===== config.mk =====
export PLATFORM = sky130hd
export DESIGN_NAME = clock_enable_gen_flat
export DESIGN_NICKNAME = d
export VERILOG_FILES = /design/src/rtl/clock_enable_gen_if.sv /design/src/rtl/clock_enable_gen.sv /design/src/flat_wrapper.sv
export SDC_FILE = /design/constraint.sdc
export NUM_CORES = 1
export LEC_CHECK = 0
export CAP_MARGIN = 0
export CORE_MARGIN = 5
export CORE_UTILIZATION = 50
export CTS_CLUSTER_DIAMETER = 30
export DETAILED_ROUTE_END_ITERATION = 7
export GPL_TIMING_DRIVEN = 0
export PLACE_DENSITY = 0.71
export SLEW_MARGIN = 10
export SYNTH_ARGS = -nofsm -noshare
export SYNTH_HDL_FRONTEND = slang
export SYNTH_SLANG_ARGS = --single-unit

===== constraint.sdc =====
create_clock -name clk_in -period 2.53 [get_ports clk_in]
set_input_delay 0.253 -clock clk_in [delete_from_list [all_inputs] [get_ports clk_in]]
set_output_delay 0.253 -clock clk_in [all_outputs]
set_load 0.05 [all_outputs]

===== src/rtl/clock_enable_gen_if.sv =====
// rtl/clock_enable_gen_if.sv - control/status bundle for clock_enable_gen
//  Purpose: groups the divisor programming strobes, sync request and the
//           per-channel enable/square outputs plus the free-running counter.
//  Ports (signals):
//    div_we, div_sel[SEL_W], div_val[CNT_W], sync_req   master -> slave
//    duty_we (only with CLKGEN_PWM_EN defined)          master -> slave
//    en_pulse[NUM_CH], clk_sq[NUM_CH], free_cnt[CNT_W]  slave  -> master
//  Optional feature macro: CLKGEN_PWM_EN
interface clock_enable_gen_if #(
    parameter int NUM_CH = 4,
    parameter int CNT_W  = 26,
    parameter int SEL_W  = 2
) ();
    logic                 div_we;
    logic [SEL_W-1:0]     div_sel;
    logic [CNT_W-1:0]     div_val;
    logic                 sync_req;
`ifdef CLKGEN_PWM_EN
    logic                 duty_we;
`endif
    logic [NUM_CH-1:0]    en_pulse;
    logic [NUM_CH-1:0]    clk_sq;
    logic [CNT_W-1:0]     free_cnt;

    modport master (
        output div_we, div_sel, div_val, sync_req,
`ifdef CLKGEN_PWM_EN
        output duty_we,
`endif
        input  en_pulse, clk_sq, free_cnt
    );

    modport slave (
        input  div_we, div_sel, div_val, sync_req,
`ifdef CLKGEN_PWM_EN
        input  duty_we,
`endif
        output en_pulse, clk_sq, free_cnt
    );
endinterface


===== src/rtl/clock_enable_gen.sv =====
// rtl/clock_enable_gen.sv - multi-channel programmable clock-enable generator
//  Purpose: NUM_CH divider channels on one system clock, each giving a
//           one-cycle enable every d+1 cycles and a registered square wave.
//  Ports:
//    clk_in  system clock (posedge)
//    rst     synchronous reset, active-high
//    bus     clock_enable_gen_if.slave: div_we/div_sel/div_val/sync_req in,
//            en_pulse/clk_sq/free_cnt out (duty_we in with PWM)
//  Optional feature macro: CLKGEN_PWM_EN (clk_sq becomes c < duty PWM)
module clock_enable_gen #(
    parameter int NUM_CH    = 4,
    parameter int CNT_W     = 26,
    parameter int DIV_RESET = 1,
    parameter int SEL_W     = 2
) (
    input  logic               clk_in,
    input  logic               rst,
    clock_enable_gen_if.slave  bus
);
    localparam logic [CNT_W-1:0] DIV_INIT  = CNT_W'(DIV_RESET);
`ifdef CLKGEN_PWM_EN
    localparam logic [CNT_W-1:0] DUTY_INIT = CNT_W'((DIV_RESET + 1) / 2);
`endif

    logic [CNT_W-1:0]  d_q [NUM_CH];
    logic [CNT_W-1:0]  d_d [NUM_CH];
    logic [CNT_W-1:0]  s_q [NUM_CH];
    logic [CNT_W-1:0]  s_d [NUM_CH];
    logic [CNT_W-1:0]  c_q [NUM_CH];
    logic [CNT_W-1:0]  c_d [NUM_CH];
    logic [NUM_CH-1:0] en_q, en_d;
    logic [NUM_CH-1:0] sq_q, sq_d;
    logic [CNT_W-1:0]  free_q, free_d;
    logic [NUM_CH-1:0] tc;
    logic [NUM_CH-1:0] wr_hit;
`ifdef CLKGEN_PWM_EN
    logic [CNT_W-1:0]  dus_q [NUM_CH];
    logic [CNT_W-1:0]  dus_d [NUM_CH];
    logic [CNT_W-1:0]  dua_q [NUM_CH];
    logic [CNT_W-1:0]  dua_d [NUM_CH];
    logic [NUM_CH-1:0] duty_hit;
`endif

    always_comb begin
        free_d = free_q + CNT_W'(1);
        for (int i = 0; i < NUM_CH; i++) begin
            // A select value outside 0..NUM_CH-1 matches no channel and is dropped.
            wr_hit[i] = bus.div_we && (bus.div_sel == SEL_W'(i));
            tc[i]     = (c_q[i] == d_q[i]);
            s_d[i]    = wr_hit[i] ? bus.div_val : s_q[i];
`ifdef CLKGEN_PWM_EN
            duty_hit[i] = bus.duty_we && (bus.div_sel == SEL_W'(i));
            dus_d[i]    = duty_hit[i] ? bus.div_val : dus_q[i];
`endif
            if (bus.sync_req) begin
                // s_d lets a same-cycle write land directly in the active register.
                c_d[i]  = '0;
                d_d[i]  = s_d[i];
                en_d[i] = 1'b0;
                sq_d[i] = 1'b0;
`ifdef CLKGEN_PWM_EN
                dua_d[i] = dus_d[i];
`endif
            end else begin
                // Active values only move at terminal count, when c restarts at 0,
                // so c can never be stranded above a smaller new d.
                c_d[i]  = tc[i] ? '0 : c_q[i] + CNT_W'(1);
                d_d[i]  = tc[i] ? s_q[i] : d_q[i];
                en_d[i] = tc[i];
`ifdef CLKGEN_PWM_EN
                dua_d[i] = tc[i] ? dus_q[i] : dua_q[i];
                sq_d[i]  = (c_q[i] < dua_q[i]);
`else
                sq_d[i]  = tc[i] ? ~sq_q[i] : sq_q[i];
`endif
            end
        end
    end

    always_ff @(posedge clk_in) begin
        if (rst) begin
            for (int i = 0; i < NUM_CH; i++) begin
                d_q[i] <= DIV_INIT;
                s_q[i] <= DIV_INIT;
                c_q[i] <= '0;
`ifdef CLKGEN_PWM_EN
                dus_q[i] <= DUTY_INIT;
                dua_q[i] <= DUTY_INIT;
`endif
            end
            en_q   <= '0;
            sq_q   <= '0;
            free_q <= '0;
        end else begin
            for (int i = 0; i < NUM_CH; i++) begin
                d_q[i] <= d_d[i];
                s_q[i] <= s_d[i];
                c_q[i] <= c_d[i];
`ifdef CLKGEN_PWM_EN
                dus_q[i] <= dus_d[i];
                dua_q[i] <= dua_d[i];
`endif
            end
            en_q   <= en_d;
            sq_q   <= sq_d;
            free_q <= free_d;
        end
    end

    assign bus.en_pulse = en_q;
    assign bus.clk_sq   = sq_q;
    assign bus.free_cnt = free_q;
endmodule

===== src/flat_wrapper.sv =====
// flat-port wrapper written by rule: the top's interface ports become plain ports
module clock_enable_gen_flat 
#(
    parameter int NUM_CH    = 4,
    parameter int CNT_W     = 26,
    parameter int DIV_RESET = 1,
    parameter int SEL_W     = 2
)
  (clk_in, rst, bus_div_we, bus_div_sel, bus_div_val, bus_sync_req, bus_en_pulse, bus_clk_sq, bus_free_cnt);
  clock_enable_gen_if #(.NUM_CH(NUM_CH), .CNT_W(CNT_W), .SEL_W(SEL_W)) bus_i ();
  input  logic clk_in;
  input  logic rst;
  input wire logic [$bits(bus_i.div_we)-1:0] bus_div_we;
  input wire logic [$bits(bus_i.div_sel)-1:0] bus_div_sel;
  input wire logic [$bits(bus_i.div_val)-1:0] bus_div_val;
  input wire logic [$bits(bus_i.sync_req)-1:0] bus_sync_req;
  output wire logic [$bits(bus_i.en_pulse)-1:0] bus_en_pulse;
  output wire logic [$bits(bus_i.clk_sq)-1:0] bus_clk_sq;
  output wire logic [$bits(bus_i.free_cnt)-1:0] bus_free_cnt;
  assign bus_i.div_we = bus_div_we;
  assign bus_i.div_sel = bus_div_sel;
  assign bus_i.div_val = bus_div_val;
  assign bus_i.sync_req = bus_sync_req;
  assign bus_en_pulse = bus_i.en_pulse;
  assign bus_clk_sq = bus_i.clk_sq;
  assign bus_free_cnt = bus_i.free_cnt;
  clock_enable_gen #(.NUM_CH(NUM_CH), .CNT_W(CNT_W), .DIV_RESET(DIV_RESET), .SEL_W(SEL_W)) u_core (.clk_in(clk_in), .rst(rst), .bus(bus_i));
endmodule

# After elaboration in Yosys (flattened, before gate mapping)

Memories as Yosys holds them, arrays and structs flattened.
Cells that the tools add are included.

Bits in registers: 34
Latch bits: 0
Bits in writable memories: 312
ROM bits: 0
Output and inout bits: 34
Memories kept: 3

Add/subtract/negate cells: 5
Multipliers: 0
Div/mod/pow operators: 0
$lt $le $gt $ge: 0
Equality and inequality tests: 7
Shift-type cells: 0
Mux-type cells: 35
Bitwise operators: 16
Reductions and logical operators: 6

Memory list:

| name       | depth | width | read ports | clocked after Yosys merged registers in | wr ports | line                   | RTL |
|---|---|---|---|---|---|---|---|
| u_core.c_q | 4     | 26    | 4          | 0                                       | 4        | clock_enable_gen.sv:29 | `logic [CNT_W-1:0] c_q [NUM_CH];` |
| u_core.d_q | 4     | 26    | 4          | 0                                       | 4        | clock_enable_gen.sv:25 | `logic [CNT_W-1:0] d_q [NUM_CH];` |
| u_core.s_q | 4     | 26    | 4          | 0                                       | 4        | clock_enable_gen.sv:27 | `logic [CNT_W-1:0] s_q [NUM_CH];` |

Operators with widths:

| cell                    | count |
|---|---|
| $mux W26                | 32 |
| $add A26 B1 Y26 const B | 5 |
| $eq A26 B26 Y1          | 4 |
| $or A1 B1 Y1            | 12 |
| $eq A2 B2 Y1 const B    | 2 |
| $logic_and A1 B1 Y1     | 4 |
| $not A1 Y1              | 4 |
| $mux W1                 | 3 |
| $eq A2 B1 Y1 const B    | 1 |
| $logic_not A2 Y1        | 1 |
| $reduce_or A2 Y1        | 1 |

# Depth between registers and ports, before layout

Gate-level depths: netlist of the first run.

Depth in word-level cells: 5
Gate-level depth with buffers: 8
Depth with buffers taken out: 6

# Worst setup path after synthesis of the first run

No wires, ideal clock.

Path kind: register to register
Start: register u_core.free_q[0], in the netlist u_core.bus.free_cnt[0]
End: register u_core.free_q[22], in the netlist u_core.bus.free_cnt[22]
Arrival time: 1.923 ns
Data required time: 2.402 ns
Path slack: 0.479 ns
Cell stages (with the launch flop): 7
Period minus slack after synthesis: 2.051 ns
Cell sequence: dfxtp_1 > ha_1 > and4_1 > nand4_1 > nor3b_1 > xnor2_1 > nor2_1

Cells in the longest elaborated chain, start to end: 1

RTL lines:

| item                     | line                    | RTL |
|---|---|---|
| start: declaration       | clock_enable_gen.sv:33  | `logic [CNT_W-1:0] free_q, free_d;` |
| start signal: assignment | clock_enable_gen.sv:106 | `free_q <= free_d;` |
| $add A26 B1 Y26          | clock_enable_gen.sv:45  | `free_d = free_q + CNT_W'(1);` |

No other way between the ends.
A chain may end at the register's enable or synchronous reset.

==> results.json, run 1 <==
{
  "timing.critical_path.fanout_max": 10,
  "grt_antenna_before_repair": 3,
  "cts_buffer_depth": 3,
  "cts-root-buf": "sky130_fd_sc_hd__clkbuf_16",
  "worst_ep_required_time_ps": 3030,
  "power.leakage_nw": 7.49,
  "hp-class": "input port to flop",
  "grt_max_degree": 11,
  "final_layout_size_suffix_gt1_frac": 0.115,
  "placeableCoreArea_um2": 32700,
  "detailroute.wirelength.met3_um": 3730,
  "route.final.wire_length_um": 49600,
  "worst_setup_hold_path_clk_slew_ps": 50,
  "cts.repair.resized": 0,
  "final-hold-violation-count": 0,
  "finalMaxSlewViolations": 0,
  "routed_wire_length_per_instance_um": 19.5,
  "timing.slew.headroom": 0.380,
  "gr_ovfl_total": 0,
  "power.total_mw": 18.0,
  "fin_crit_ps": 2280,
  "run_status": "complete, no violations",
  "fp.dieH_um": 192,
  "stdcell_count": 2540,
  "worst_slew_pin_slew_ps": 931,
  "gp_congestion": 0.914,
  "post-place-ws_ps": -53.5,
  "post_synth_num_cell_types": 53,
  "clkSinkCount": 346,
  "worst_skew_pair_latency_ps": 580,
  "top_level_ports": 66,
  "fin_worst_skew_ps": 29.1,
  "met2_wirelength_um": 22800,
  "detail_route.iter0.violations": 1219,
  "setup-violations-final": 0,
  "dpl.hpwl_um": 34000,
  "grt_usage": 0.266,
  "timing.hold.worst.start": "bus_div_sel[1]",
  "design.final.nets": 2071,
  "dpl.cell_count": 2396,
  "grt_pass1_wl_um": 78700,
  "fin_ws_ps": 253,
  "synthesis.nets": 1931,
  "cp_slowest_cell": "sky130_fd_sc_hd__a2111oi_0",
  "synthesis.area_um2": 16600,
  "htree_num_levels": 3,
  "post_cts.repair.setup_buffers": 0,
  "timing.critical_path.from_type": "flop",
  "yosys_register_bits": 346,
  "layout-area-overhead-vs-synth_pct": 23.9,
  "start_util": 0.508,
  "post_synth_inst_count": 1894,
  "sequential_to_total_area_share_from_yosys_stat": 0.417,
  "fmax_ghz": 0.439,
  "grt_setup_unrepaired": "no",
  "grt_pass1_vias": 14800,
  "worst_path_most_repeated_cell": "sky130_fd_sc_hd__buf_2",
  "routed_via_density": 5.87,
  "dieArea_um2": 37000,
  "area_fraction_of_the_dominant_cell_type_after_synthesis": 0.417,
  "fin_crit_sh": 0.900,
  "yosys-top-cells-area": "sky130_fd_sc_hd__dfxtp_1 42%, sky130_fd_sc_hd__xor2_1 7.6%, sky130_fd_sc_hd__a221o_1 5.8%",
  "asyncSetResetFlopFracSynth": 0,
  "m1WireLength_um": 21500,
  "route.antenna.remaining_nets": 0,
  "synth_top_cell_by_area": "sky130_fd_sc_hd__dfxtp_1",
  "synth-edff-count": 0,
  "crit_start": "u_core.c_q[2][4]$_SDFF_PP0_",
  "path_class": "flop to flop",
  "critical_path.max_stage_delay_ps": 610,
  "r2r_start": "u_core.c_q[2][4]$_SDFF_PP0_",
  "crit_path_end_kind": "flop",
  "drc_errors": 0,
  "final_core_utilization": 0.629,
  "drt-pass1-iter-count": 5,
  "syn_area_per_cell_um2": 8.77,
  "vdd_drop_max_mv": 0.555,
  "cellPowerDensity_nw_per_um2": 874,
  "synthFlopType": "sky130_fd_sc_hd__dfxtp_1",
  "critical_path.cell_chain": "buf_2 > xor2_1 > nor4_1 > and3_1 > buf_2 > buf_4 > a2111oi_0 > a221o_1",
  "clock_tree_from_tritoncts": "done",
  "maxCapViolCount": 0,
  "cts-buffers-inserted": 78,
  "highest_layer_used_for_signal_routing": "met5",
  "yosysWarnings": 0,
  "arrival_ps": 2780,
  "cts-hold-fix-buffers": 0,
  "buffer_ports.inserted": 60,
  "whs_ps": 175,
  "core.rowCount": 66,
  "routed-via-count": 14900,
  "die_x_um": 192
}
-- report_power, final --
part	internal (mW)	total (mW)	switching (mW)
logic	0.492	1.60	1.10
clock network	7.45	10.7	3.22
registers	5.61	5.71	0.101
-- flip-flops by register name, indices dropped and copies added (netlist names) --
signal,count
u_core.bus.clk_sq,4
u_core.bus.en_pulse,4
u_core.bus.free_cnt,26
u_core.d_q,104
u_core.s_q,104
u_core.c_q,104
-- per-stage QoR --
step | setup TNS, ps | area [um2]
4_1_cts | 0 | 20600
5_1_grt | 0 | 20600
6_report | 0 | 20600
3_3_place_gp | -167 | 17800
3_5_place_dp | -154 | 17800
2_1_floorplan | 0 | 16600
-- Yosys cell counts (2+ instances only) --
library cell	count
sky130_fd_sc_hd__clkbuf_1	92
sky130_fd_sc_hd__nor2_2	3
sky130_fd_sc_hd__a311o_1	3
sky130_fd_sc_hd__and3_1	17
sky130_fd_sc_hd__and2_1	5
sky130_fd_sc_hd__nand3_1	46
sky130_fd_sc_hd__o311ai_0	4
sky130_fd_sc_hd__and4_1	17
sky130_fd_sc_hd__buf_6	13
sky130_fd_sc_hd__nor3_1	120
sky130_fd_sc_hd__nand4b_1	4
sky130_fd_sc_hd__nor3_2	15
sky130_fd_sc_hd__buf_4	10
sky130_fd_sc_hd__ha_1	5
sky130_fd_sc_hd__a221o_1	97
sky130_fd_sc_hd__o21ai_0	7
sky130_fd_sc_hd__or3_1	10
sky130_fd_sc_hd__nand4_1	20
sky130_fd_sc_hd__nand4_2	3
sky130_fd_sc_hd__nor3b_1	101
sky130_fd_sc_hd__nor2_1	51
sky130_fd_sc_hd__a21oi_1	107
sky130_fd_sc_hd__inv_1	122
sky130_fd_sc_hd__a2111oi_0	99
sky130_fd_sc_hd__nand3b_1	5
sky130_fd_sc_hd__nor4_2	3
sky130_fd_sc_hd__buf_2	44
sky130_fd_sc_hd__xor2_1	144
sky130_fd_sc_hd__clkbuf_8	2
sky130_fd_sc_hd__xnor2_1	77
sky130_fd_sc_hd__dfxtp_1	346
sky130_fd_sc_hd__nor4_1	29
sky130_fd_sc_hd__buf_1	3
sky130_fd_sc_hd__nor4_4	2
sky130_fd_sc_hd__nand2_1	250
-- per-layer routing --
| metal | vias up | GRT usage |
|---|---|---|
| met2 | 557 | 0.432 |
| met4 | 4 | 0.0922 |
| met3 | 129 | 0.0616 |
| met5 | - | 0 |
| met1 | 7195 | 0.348 |
| li1 | 7037 | - |
-- layout by cell type (no fill, tap or decap), drive strengths merged, types with 97 or more instances in the layout --
cell type / synthesis / routed
a2111oi: 100 / 100
a21oi: 107 / 107
a221o: 97 / 97
clkbuf: 95 / 196
dfxtp: 346 / 346
inv: 122 / 126
nand2: 250 / 250
nor3: 136 / 136
nor3b: 102 / 102
xor2: 144 / 144
-- critical path, delay by kind of cell, from the launching register on --
family,cells,cell delay [ps]
AO/OA/AOI/OAI,2,840
XOR/XNOR,1,260
buffers and inverters,3,540
flip-flops,1,300
AND/OR/NAND/NOR,2,270
-- layout make-up --
class	instances	area, um2
repair buffers	60	601
fillers	2713	12100
multi-input cells	1261	8390
inverters	122	458
flip-flops and latches	346	6930
well taps	442	553
clock inverters	42	568
clock buffers	101	2240
plain buffers	165	831
diodes	1	2.50
-- kinds of logic after synthesis --
kind of cell	Yosys count	synth area share
compound gates	319	0.150
xor+xnor	221	0.117
fa+ha+maj	5	0.00377
buf+inv	287	0.0776
flops	346	0.417
simple gates	716	0.235
-- worst paths after layout --
kind | to | slack [ps] | cells after the start
worst max-delay path | u_core.d_q[2][20]$_SDFFE_PP0P_ | 250 | 8
worst min-delay path | u_core.s_q[0][25]$_SDFF_PP0_ | 170 | 4
worst max register to register | u_core.d_q[2][20]$_SDFFE_PP0P_ | 250 | 8
worst min register to register | u_core.bus.free_cnt[0]$_SDFF_PP0_ | 470 | 1
Power figures use the tool's default switching activity.
==> run 2, diff against run 1 <==
CORE_MARGIN = 3   (was 5)
SKIP_LAST_GASP = 1   (was not set)
==> results.json, run 2 (synthesized netlist as in run 1, its figures left out) <==
{
  "layout-area-overhead-vs-synth_pct": 24.2,
  "setup-violations-final": 0,
  "cts-buffers-inserted": 80,
  "start_util": 0.509,
  "final-hold-violation-count": 0,
  "post_cts.repair.setup_buffers": 0,
  "gr_ovfl_total": 0,
  "route.antenna.remaining_nets": 0,
  "area_of_the_multi_input_gates_um2": 8390,
  "cts.repair.resized": 0,
  "cts-hold-fix-buffers": 0,
  "worst_setup_hold_path_clk_slew_ps": 50,
  "grt_usage": 0.272,
  "buffer_ports.inserted": 60,
  "final_layout_size_suffix_gt1_frac": 0.113,
  "arrival_ps": 2750,
  "grt_pass1_vias": 15000,
  "seqPwrFrac": 0.313,
  "layout_commonest_cell": "sky130_fd_sc_hd__dfxtp_1",
  "register_area_um2": 6930,
  "grt_pass1_wl_um": 78000,
  "fin_crit_ps": 2230,
  "worst_ep_required_time_ps": 3050,
  "top_level_ports": 66,
  "dpl.hpwl_um": 34100,
  "die_x_um": 188,
  "worst_slew_pin_slew_ps": 852,
  "intPower_mw": 13.8,
  "crit_path_end_kind": "flop",
  "htree_num_levels": 3,
  "placeableCoreArea_um2": 32600,
  "fin_crit_sh": 0.880,
  "fin_ws_ps": 303,
  "maxCapViolCount": 0,
  "fin_setup_tns_ps": 0,
  "switching_share": 0.244,
  "drt-pass1-iter-count": 5,
  "vdd_drop_max_mv": 0.511,
  "design.final.nets": 2073,
  "clock_tree_from_tritoncts": "done",
  "grt_antenna_before_repair": 3,
  "timing.slew.headroom": 0.432,
  "cellPowerDensity_nw_per_um2": 885,
  "routed-via-count": 15000,
  "cts-root-buf": "sky130_fd_sc_hd__clkbuf_16",
  "crit_start": "u_core.c_q[0][9]$_SDFF_PP0_",
  "detail_route.iter0.violations": 1216,
  "power.leakage_nw": 7.50,
  "run_status": "complete, no violations",
  "post-place-ws_ps": -214,
  "hp-class": "input port to flop",
  "clkSinkCount": 346,
  "timing.critical_path.fanout_max": 10,
  "r2r_start": "u_core.c_q[0][9]$_SDFF_PP0_",
  "core.rowCount": 66,
  "power_frac_clock": 0.600,
  "layout_top_registers": "u_core.c_q x104, u_core.d_q x104, u_core.s_q x104",
  "drc_errors": 0,
  "comb_power_share": 0.087,
  "gp_congestion": 0.901,
  "dieArea_um2": 35400,
  "fp.dieH_um": 188,
  "routed_via_density": 5.89,
  "worst_skew_pair_latency_ps": 590,
  "switchingPower_mw": 4.46,
  "worst_r2r_endpoint": "u_core.d_q[0][2]$_SDFFE_PP0P_",
  "path_class": "flop to flop",
  "most-common-layout-cells": "346 x sky130_fd_sc_hd__dfxtp_1, 250 x sky130_fd_sc_hd__nand2_1, 144 x sky130_fd_sc_hd__xor2_1",
  "ff2ff_setup_slack_ps": 300,
  "hold-path-cell-count": 4,
  "routed_wire_length_per_instance_um": 19.3,
  "timing.critical_path.from_type": "flop",
  "route.final.wire_length_um": 49000,
  "finalMaxSlewViolations": 0,
  "grt_max_degree": 12,
  "fin_worst_skew_ps": 16.8,
  "cts_buffer_depth": 3,
  "fillerInstances": 2713,
  "ff2ff_path_depth": 6,
  "fmax_ghz": 0.449,
  "grt_setup_unrepaired": "no",
  "worst_setup_path_endpoint": "u_core.d_q[0][2]$_SDFFE_PP0P_"
}
[run 2: cell count changes in the layout (fill, tap and decap cells not counted)]
| cell | delta |
|---|---|
| sky130_fd_sc_hd__clkinv_4 | -3 |
| sky130_fd_sc_hd__clkinvlp_4 | +1 |
| sky130_fd_sc_hd__bufinv_16 | +4 |
| sky130_fd_sc_hd__clkbuf_1 | +6 |
| sky130_fd_sc_hd__clkinv_8 | +1 |
| sky130_fd_sc_hd__clkbuf_8 | -5 |
| sky130_fd_sc_hd__clkinv_2 | -2 |
| sky130_fd_sc_hd__inv_16 | +1 |
| sky130_fd_sc_hd__clkbuf_16 | -1 |
[run 2: through the flow]
| step | hold slack, ps | power (mW) | std cells | utilization | area [um2] |
|---|---|---|---|---|---|
| 6_report | 166 | 18.2 | 2542 | 0.632 | 20600 |
| 5_1_grt | 190 | 18.8 | 2541 | 0.632 | 20600 |
| 4_1_cts | 136 | 18.3 | 2541 | 0.632 | 20600 |
| 3_5_place_dp | 462 | 7.34 | 2396 | 0.544 | 17800 |
| 3_3_place_gp | 451 | 7.31 | 2396 | 0.544 | 17800 |
| 2_1_floorplan | 391 | 6.82 | 1894 | - | 16600 |
[run 2: critical path, cell delays in order (launching register included)]
cell                      delay, ps
sky130_fd_sc_hd__dfxtp_1        340
sky130_fd_sc_hd__xor2_1         180
sky130_fd_sc_hd__nor4_1         430
sky130_fd_sc_hd__nand4_1        270
sky130_fd_sc_hd__nor2_2         410
sky130_fd_sc_hd__buf_2          340
sky130_fd_sc_hd__a221o_1        190
[run 2: power by group through the flow]
stage	logic, mW	registers (mW)	clock network (mW)
6_report	1.59	5.71	10.9
5_1_grt	1.71	5.72	11.3
4_1_cts	1.56	5.71	11.0
3_5_place_dp	1.54	5.81	0
3_3_place_gp	1.51	5.80	0
2_1_floorplan	1.00	5.81	0
[run 2: final cells by class]
| cell class | instances | share of cell area |
|---|---|---|
| Antenna cell | 1 | 0.000121 |
| Buffer | 165 | 0.0403 |
| Clock buffer | 101 | 0.105 |
| Clock inverter | 44 | 0.0337 |
| Inverter | 122 | 0.0222 |
| Multi-Input combinational cell | 1261 | 0.407 |
| Sequential cell | 346 | 0.336 |
| Tap cell | 442 | 0.0268 |
| Timing Repair Buffer | 60 | 0.0291 |
[run 2: worst min path at each step]
stage	start	to	slack, ps
3_5_place_dp	u_core.bus.free_cnt[0]$_SDFF_PP0_	u_core.bus.free_cnt[0]$_SDFF_PP0_	460
6_report	bus_div_sel[1]	u_core.s_q[0][4]$_SDFF_PP0_	170
2_1_floorplan	bus_div_val[0]	u_core.s_q[2][0]$_SDFF_PP1_	390
5_1_grt	bus_div_sel[1]	u_core.s_q[0][2]$_SDFF_PP0_	190
3_3_place_gp	u_core.bus.free_cnt[0]$_SDFF_PP0_	u_core.bus.free_cnt[0]$_SDFF_PP0_	450
4_1_cts	bus_div_sel[1]	u_core.s_q[0][2]$_SDFF_PP0_	140
[run 2: per-layer routing]
layer,up-vias,wire length [um],GRT usage
li1,7058,-,-
met1,7190,21000,0.350
met2,574,22100,0.433
met3,145,3910,0.0688
met4,4,1990,0.122
met5,-,26,0
==> run 3, diff against run 2 <==
CELL_PAD_IN_SITES_DETAIL_PLACEMENT = 1   (was not set)
CELL_PAD_IN_SITES_GLOBAL_PLACEMENT = 2   (was not set)
CORE_UTILIZATION = 38   (was 50)
PLACE_DENSITY = 0.82   (was 0.71)
SKIP_CTS_REPAIR_TIMING = 1   (was not set)
==> results.json, run 3 (synthesized netlist as in run 1, its figures left out) <==
{
  "stdcell_count": 2701,
  "fillerInstances": 4841,
  "setup-violations-final": 0,
  "buffer_ports.inserted": 60,
  "worst_skew_pair_latency_ps": 610,
  "hp-class": "input port to flop",
  "cts-root-buf": "sky130_fd_sc_hd__clkbuf_16",
  "layout_top_registers": "u_core.c_q x104, u_core.d_q x104, u_core.s_q x104",
  "gr_ovfl_total": 0,
  "critical-path-top-delay-family": "buffers and inverters",
  "detail_route.iter0.violations": 918,
  "fin_worst_skew_ps": 14.9,
  "post-place-ws_ps": -282,
  "dieArea_um2": 46200,
  "switching_share": 0.245,
  "grt_antenna_before_repair": 3,
  "worst_slew_pin_slew_ps": 993,
  "cp.buffers_inverters": 4,
  "seqPwrFrac": 0.290,
  "hold-path-cell-count": 4,
  "fp.dieH_um": 215,
  "worst_setup_hold_path_clk_slew_ps": 50,
  "grt_util_met2": 0.398,
  "worst_ep_required_time_ps": 2990,
  "timing.critical_path.fanout_max": 10,
  "drc_errors": 0,
  "dpl.cell_count": 2531,
  "grt_max_degree": 13,
  "globalRouteMet3Util": 0.0664,
  "fmax_ghz": 0.441,
  "worst_r2r_endpoint": "u_core.c_q[2][25]$_SDFF_PP0_",
  "dpl.hpwl_um": 40200,
  "final_layout_size_suffix_gt1_frac": 0.125,
  "worst_path_most_repeated_cell": "sky130_fd_sc_hd__clkbuf_1",
  "final-hold-violation-count": 0,
  "layout_commonest_cell": "sky130_fd_sc_hd__dfxtp_1",
  "grt_usage": 0.244,
  "placeableCoreArea_um2": 42500,
  "die_x_um": 215,
  "htree_num_levels": 3,
  "layout-area-overhead-vs-synth_pct": 27.8,
  "intPower_mw": 14.9,
  "route.antenna.remaining_nets": 0,
  "drt-pass1-iter-count": 5,
  "routed_wire_length_per_instance_um": 21.1,
  "ff2ff_setup_slack_ps": 280,
  "critical_path.max_stage_delay_ps": 670,
  "routed-via-count": 15000,
  "cellPowerDensity_nw_per_um2": 928,
  "timing.critical_path.from_type": "input port",
  "design.final.nets": 2085,
  "cts_buffer_depth": 3,
  "fin_crit_ps": 2270,
  "switchingPower_mw": 4.83,
  "whs_ps": 151,
  "routed_via_density": 5.53,
  "route.final.wire_length_um": 56900,
  "ff2ff_path_depth": 5,
  "crit_path_end_kind": "flop",
  "clock_tree_from_tritoncts": "done",
  "cts-buffers-inserted": 92,
  "gp_congestion": 0.829,
  "crit_start": "bus_sync_req",
  "r2r_start": "u_core.c_q[2][2]$_SDFF_PP0_",
  "run_status": "complete, no violations",
  "core.rowCount": 75,
  "most-common-layout-cells": "346 x sky130_fd_sc_hd__dfxtp_1, 250 x sky130_fd_sc_hd__nand2_1, 144 x sky130_fd_sc_hd__xor2_1",
  "cp_slowest_cell": "sky130_fd_sc_hd__clkbuf_1",
  "power.leakage_nw": 7.74,
  "maxCapViolCount": 0,
  "grt_setup_unrepaired": "no",
  "vdd_drop_max_mv": 0.517,
  "grt_pass1_vias": 16100,
  "grt_use_met1": 0.316,
  "global_route_layer_with_the_greatest_usage": "met2",
  "worst_setup_path_endpoint": "u_core.d_q[1][0]$_SDFFE_PP1P_",
  "timing.slew.headroom": 0.338,
  "arrival_ps": 2730,
  "grt_pass1_wl_um": 90100,
  "finalMaxSlewViolations": 0,
  "fin_ws_ps": 262,
  "comb_power_share": 0.084,
  "start_util": 0.391,
  "antennaDiodeCount": 0,
  "critical_path.cell_chain": "buf_2 > clkbuf_1 > clkbuf_1 > clkbuf_1 > nand4b_1 > o311ai_0",
  "worst-path-stages": 6,
  "top_level_ports": 66,
  "power_frac_clock": 0.626,
  "clkSinkCount": 346,
  "path_class": "input port to flop",
  "fin_crit_sh": 0.896
}
==> run 3: cell types whose count changed in the layout (fill, tap and decap cells not counted), sizes merged <==
cell and change:
clkbuf +18, clkinv +7, clkinvlp -3, inv +3
diode -1
==> run 3: cell type report <==
cell class	count	area, um2	area share
clock buffers	119	2580	0.122
well taps	577	722	0.0340
repair buffers	60	601	0.0283
inverters	122	458	0.0216
plain buffers	165	831	0.0391
multi-input cells	1261	8390	0.395
clock inverters	51	712	0.0335
flip-flops and latches	346	6930	0.326
==> run 3: how the worst min path moves through the flow <==
stage / start / end / slack (ps)
global route: bus_div_sel[1] / u_core.s_q[0][2]$_SDFF_PP0_ / 160
finish: bus_div_sel[1] / u_core.s_q[0][2]$_SDFF_PP0_ / 150
detailed placement: u_core.bus.free_cnt[0]$_SDFF_PP0_ / u_core.bus.free_cnt[0]$_SDFF_PP0_ / 460
CTS: bus_div_sel[1] / u_core.s_q[0][2]$_SDFF_PP0_ / 120
global placement: u_core.bus.free_cnt[0]$_SDFF_PP0_ / u_core.bus.free_cnt[0]$_SDFF_PP0_ / 450
floorplan: bus_div_val[0] / u_core.s_q[2][0]$_SDFF_PP1_ / 390
==> run 3: worst min-delay path: stages <==
cell	delay, ps
sky130_fd_sc_hd__buf_2	160
sky130_fd_sc_hd__nor3b_2	130
sky130_fd_sc_hd__nand2_1	90
sky130_fd_sc_hd__a21oi_1	70
==> run 3: routing by layer <==
layer	vias up	routed length (um)
li1	7081	-
met2	322	26400
met1	7427	25900
met3	114	3200
met4	6	1330
met5	-	45
==> run 3: power by group through the flow <==
stage	registers, mW	logic [mW]	clock network [mW]
2_1_floorplan	5.81	1.00	0
3_3_place_gp	5.81	1.58	0
3_5_place_dp	5.81	1.61	0
4_1_cts	5.72	1.63	12.5
5_1_grt	5.73	1.79	12.9
6_report	5.72	1.65	12.3
==> run 3: through the flow <==
| step | util | TNS (ps) | instance area (um2) | power [mW] |
|---|---|---|---|---|
| 3_5_place_dp | 0.422 | -2800 | 17900 | 7.43 |
| 4_1_cts | 0.499 | 0 | 21200 | 19.9 |
| 6_report | 0.499 | 0 | 21200 | 19.7 |
| 2_1_floorplan | - | 0 | 16600 | 6.82 |
| 3_3_place_gp | 0.422 | -2010 | 17900 | 7.39 |
| 5_1_grt | 0.499 | 0 | 21200 | 20.4 |
